<file path="src/rtl/regfile_pkg.sv">
// Shared constants and types for the writeback-terminating register file.
package regfile_pkg;

    localparam int REG_ADDR_W = 5;
    localparam int NUM_REGS   = 32;

    typedef logic [REG_ADDR_W-1:0] reg_addr_t;

    localparam reg_addr_t REG_ZERO = 5'd0;
    localparam reg_addr_t REG_SP   = 5'd2;
    localparam reg_addr_t REG_A0   = 5'd10;

endpackage

</file>
<file path="src/rtl/regfile_read_port.sv">
// One decode read port: write-first bypass from W, hard-wired zero for x0, else storage.
module regfile_read_port
    import regfile_pkg::*;
#(
    parameter int WIDTH = 32
) (
    input  reg_addr_t          addr_i,
    input  logic [WIDTH-1:0]   word_i,
    input  logic               wr_en_i,
    input  reg_addr_t          wr_addr_i,
    input  logic [WIDTH-1:0]   wr_data_i,
    output logic [WIDTH-1:0]   data_o
);

    always_comb begin
        data_o = '0;
        // wr_en_i is already qualified with a non-zero destination by the top.
        if (wr_en_i && (wr_addr_i == addr_i)) begin
            data_o = wr_data_i;
        end else if (addr_i != REG_ZERO) begin
            data_o = word_i;
        end
    end

endmodule

</file>
<file path="src/rtl/regfile_wb_sink.sv">
// Register file fed by the writeback stage, two bypassed decode read ports, commit counter.
// Optional REGFILE_A0_DEBUG_EN adds A0Dbg, the raw stored value of x10.
module regfile_wb_sink
    import regfile_pkg::*;
#(
    parameter int               WIDTH     = 32,
    parameter logic [WIDTH-1:0] SP_INIT   = WIDTH'(32'h0001_FFFC),
    parameter int               CNT_WIDTH = 32
) (
    input  logic                 clk,
    input  logic                 rst_n,
    input  logic                 RegWriteW,
    input  logic [4:0]           RdW,
    input  logic [WIDTH-1:0]     ResultW,
    input  logic [4:0]           Rs1D,
    input  logic [4:0]           Rs2D,
    output logic [WIDTH-1:0]     RD1D,
    output logic [WIDTH-1:0]     RD2D,
`ifdef REGFILE_A0_DEBUG_EN
    output logic [WIDTH-1:0]     A0Dbg,
`endif
    output logic [CNT_WIDTH-1:0] WbCountW
);

    logic [WIDTH-1:0]     regs_q [NUM_REGS];
    logic [CNT_WIDTH-1:0] wb_count_q;
    logic [CNT_WIDTH-1:0] wb_count_d;
    logic                 wr_en;

    // RegWriteW gates first so an unknown RdW during idle cycles cannot decode a write.
    assign wr_en      = RegWriteW && (RdW != REG_ZERO);
    assign wb_count_d = wb_count_q + CNT_WIDTH'(1);

    always_ff @(posedge clk or negedge rst_n) begin
        if (!rst_n) begin
            for (int i = 0; i < NUM_REGS; i++) begin
                regs_q[i] <= '0;
            end
            regs_q[REG_SP] <= SP_INIT;
        end else if (wr_en) begin
            regs_q[RdW] <= ResultW;
        end
    end

    always_ff @(posedge clk or negedge rst_n) begin
        if (!rst_n) begin
            wb_count_q <= '0;
        end else if (wr_en) begin
            wb_count_q <= wb_count_d;
        end
    end

    assign WbCountW = wb_count_q;

    regfile_read_port #(.WIDTH(WIDTH)) u_rd1 (
        .addr_i    (Rs1D),
        .word_i    (regs_q[Rs1D]),
        .wr_en_i   (wr_en),
        .wr_addr_i (RdW),
        .wr_data_i (ResultW),
        .data_o    (RD1D)
    );

    regfile_read_port #(.WIDTH(WIDTH)) u_rd2 (
        .addr_i    (Rs2D),
        .word_i    (regs_q[Rs2D]),
        .wr_en_i   (wr_en),
        .wr_addr_i (RdW),
        .wr_data_i (ResultW),
        .data_o    (RD2D)
    );

`ifdef REGFILE_A0_DEBUG_EN
    assign A0Dbg = regs_q[REG_A0];
`endif

endmodule

</file>
<file path="config.mk">
export PLATFORM = sky130hd
export DESIGN_NAME = regfile_wb_sink
export DESIGN_NICKNAME = d
export VERILOG_FILES = /design/src/rtl/regfile_pkg.sv /design/src/rtl/regfile_read_port.sv /design/src/rtl/regfile_wb_sink.sv
export SDC_FILE = /design/constraint.sdc
export NUM_CORES = 2
export LEC_CHECK = 0
export ABC_AREA = 1
export CAP_MARGIN = 20
export CORE_MARGIN = 2
export CORE_UTILIZATION = 30
export DETAILED_ROUTE_END_ITERATION = 10
export PLACE_DENSITY = 0.43
export SYNTH_ARGS = -nofsm -noshare
export SYNTH_HDL_FRONTEND = slang
export SYNTH_SLANG_ARGS = --single-unit
export TNS_END_PERCENT = 1
</file>
<file path="constraint.sdc">
create_clock -name clk -period 2.17 [get_ports clk]
set_input_delay 0.3255 -clock clk [delete_from_list [all_inputs] [get_ports clk]]
set_output_delay 0.3255 -clock clk [all_outputs]
set_load 0.005 [all_outputs]
</file>
==> reports/metrics.yaml <==
rsz0062_at_grt: "true"
ios: 146
clock_latency_ps: 790
final_cells: 11300
critPathSlowestCell: "nor3_4"
cp.depth: 13
fin_nets: 8686
powerDensity_mw_per_mm2: 821
start_util_pct: 30.3
grtUsageTotal_pct: 28.2
routed_via_density: 5.32
layout-drive-gt1-share_pct: 16.6
cp_max_fo: 13
first_global_vias: 56500
dr.pass1.iters: 6
layout_setup_ws_ps: -379
path_cells: "buf_16 > inv_12 > buf_16 > nand2_1 > nand4_1 > nor3_4 > buf_12 > buf_16 > buf_4 > buf_4 > nand2_1 > nand2_1 > clkdlybuf4s15_2"
htree_num_levels: 4
num_vias: 59900
p_seq_share_pct: 41.9
cts_buffer_depth: 3
wire_per_inst_microns: 25.2
clkPwrFrac_pct: 36.7
fin_crit_sh_pct: 117
syn-num-nets: 8349
ys_types: 34
synth-simple-area-share_pct: 28.3
coreArea_sq_mm: 0.193
area_growth_syn_to_layout_pct: 29.7
vdd_ir_drop_max_v: 0.000780
utilization_pct: 39.2
fin_total_pwr_mw: 62.2
cts.reportedPaths.clkPinSlew_ps: 60
critPathArrivalTime_ps: 2220
syn-instance-count: 8298
cts_buffers: 134
die_w_microns: 445
cp_slowest_stage_delay_ps: 270
cp-startpoint: "Rs2D[0]"
max_cap_violations: 0
finalHoldViolCount: 0
synth-seq-area-share_pct: 45.3
p_int_mw: 42.3
swShare_pct: 32.0
tightestPinTransition_ps: 654
root_buffer: "clkbuf_16"
cp.buffers_inverters: 8
timing.critical_path.from_type: "primary input"
synth_compound_area_share_pct: 18.5
comb_power_share_pct: 21.4
rr_worst_depth: 9
status: "complete, but fails checks"
period_minus_slack_ps: 2550
cp_top_family: "buffers and inverters"
synthXorXnorAreaFrac_pct: 0.450
routed_wl_microns: 284000
setup_violations: 64
power.switching_mw: 19.9
grt_pass1_wl_microns: 411000
antenna_found_initial: 3
antenna_left: 0
synth_top_family_by_area: "simple AND/OR/NAND/NOR gates"
fmax_mhz: 392
drcViolationCount: 0
syn_area_sq_mm: 0.0584
timing.rr.start: "WbCountW[0]"
io_buffers: 145
drt_first_iter_violations: 5859
max_slew_margin_pct: 56.4
violations: "negative setup slack"
cts_tree: "built"
fin_tns_setup_ps: -18640
place.gp.congestion: 0.897
drv_slew: 0
fp.dieH_microns: 445
leakage_nw: 34.6
grt_max_degree: 82
cts_sinks: 1056
synth_mux_area_share_pct: 0
required_ps: 1840
final.setup_skew_ps: 9.58
placed_cells: 11000
hpwl_microns: 191000
avgSynthCellArea_sq_um: 7.04
row_count: 161
overflow: 0
dieArea_sq_mm: 0.198
cp-end-kind: "output port"
hold_class: "in -> async"
synth-adder-area-share_pct: 0.0214
synth-seq-cells: 1056
ys_warn_count: 0
crit_type: "in -> out"
layout by cell type (no fill, tap or decap), types with 13 or more instances in the layout:
master and count:
nand3_1 592, nor2_1 272, buf_12 267, dlygate4sd2_1 15, o21ai_1 128, dfstp_2 15, o211ai_1 202, clkinv_2 25
nand3_2 124, inv_1 318, nor2_2 42, clkbuf_8 32, a21oi_2 40, buf_6 60, a21oi_1 524, buf_16 13
clkbuf_1 36, buf_4 424, clkdlybuf4s50_1 65, inv_2 41, o21ai_0 1158, nand2_4 28, clkbuf_16 140, buf_2 34
nand3_4 27, nand2_1 2880, dfrtp_1 1036, xor2_1 16, nand2_2 61
cells in the mapped netlist (all sizes together):
master  instances  share of area, %
nand2        2969                19
o21ai        1286                11
dfrtp        1041                45
nand3         743               6.4
a21oi         564               4.8
clkbuf        441               2.8
inv           363               2.3
nor2          323               2.2
buf           275               2.3
o211ai        202               2.6
nor3           22              0.34
xor2           16              0.24
dfstp          15              0.67
xnor2          14              0.21
nand4           9             0.096
nand3b          4             0.051
a21boi          3             0.064
clkinv          2             0.013
nor4            2             0.073
and2            1             0.011
and3            1             0.011
ha              1             0.021
o21bai          1             0.013
power groups by stage:
stage	logic [mW]	registers, mW	clock network (mW)
final	13.3	26.0	22.8
after global routing	14.9	26.4	24.1
after CTS	13.2	25.9	23.3
after detailed placement	12.7	26.2	0
after global placement	12.5	26.1	0
after floorplan	7.33	25.5	0
sequential cells by signal, indices dropped and copies added (netlist names):
| name | flops |
|---|---|
| WbCountW | 32 |
| regs_q | 1024 |
per-layer routing:
layer / GRT usage (%) / wire, microns / up-vias
li1: - / - / 27900
met1: 36.7 / 119000 / 29100
met2: 46.2 / 132000 / 2340
met3: 4.16 / 17900 / 524
met4: 12.8 / 14700 / 2
met5: 0 / 14 / -
logic make-up after synthesis:
| family | after synthesis |
|---|---|
| and+or+nand+nor | 4074 |
| AOI/OAI and AO/OA | 2056 |
| buffers and inverters | 1081 |
| DFF | 1056 |
| xor gates and xnor gates | 30 |
| adders and majority gates | 1 |
layout make-up:
| cell class | count | area [sq um] |
|---|---|---|
| diodes | 1 | 2.50 |
| clock buffers | 206 | 4030 |
| clock inverters | 34 | 364 |
| fillers | 20100 | 117000 |
| inverters | 365 | 1410 |
| multi-input cells | 6161 | 29200 |
| flip-flops and latches | 1056 | 26500 |
| well taps | 2526 | 3160 |
| repair buffers | 917 | 11100 |
worst paths after layout:
path / to / slack, ps
min reg2reg: regs_q[1009] / 400
max in group asynchronous: regs_q[287] / 1000
min: regs_q[556] / 40
max reg2reg: WbCountW[23] / 290
max: RD2D[6] / -380
min in group clk: regs_q[61] / 330
stage by stage:
| stage | setup WS [ps] | cell area (sq um) | hold slack (ps) |
|---|---|---|---|
| after CTS | -393 | 75300 | 29.0 |
| final | -379 | 75700 | 44.5 |
| after global routing | -443 | 75700 | 42.1 |
| after floorplan | 319 | 58400 | 29.9 |
| after detailed placement | -773 | 69000 | 269 |
| after global placement | -809 | 69000 | 250 |
worst reg2reg max path, stage by stage, from the launching register on:
cell and delay (ps):
dfrtp_1 460, nand3_1 110, inv_1 120, nand3_1 90, nor3_1 240, nand2_1 230
nor2_1 320, nand2_1 90, nand2_1 70, nand2_1 50
repair_timing:
action / CTS / global route
pin swaps: 197 / 86
cloned: 10 / 2
hold endpoints to repair: 533 / 0
setup buffers: 45 / 11
hold buffers: 1 / 0
resized for setup: 568 / 150
setup endpoints to repair: 68 / 65
No activity file was read; power rests on OpenSTA's default activity.
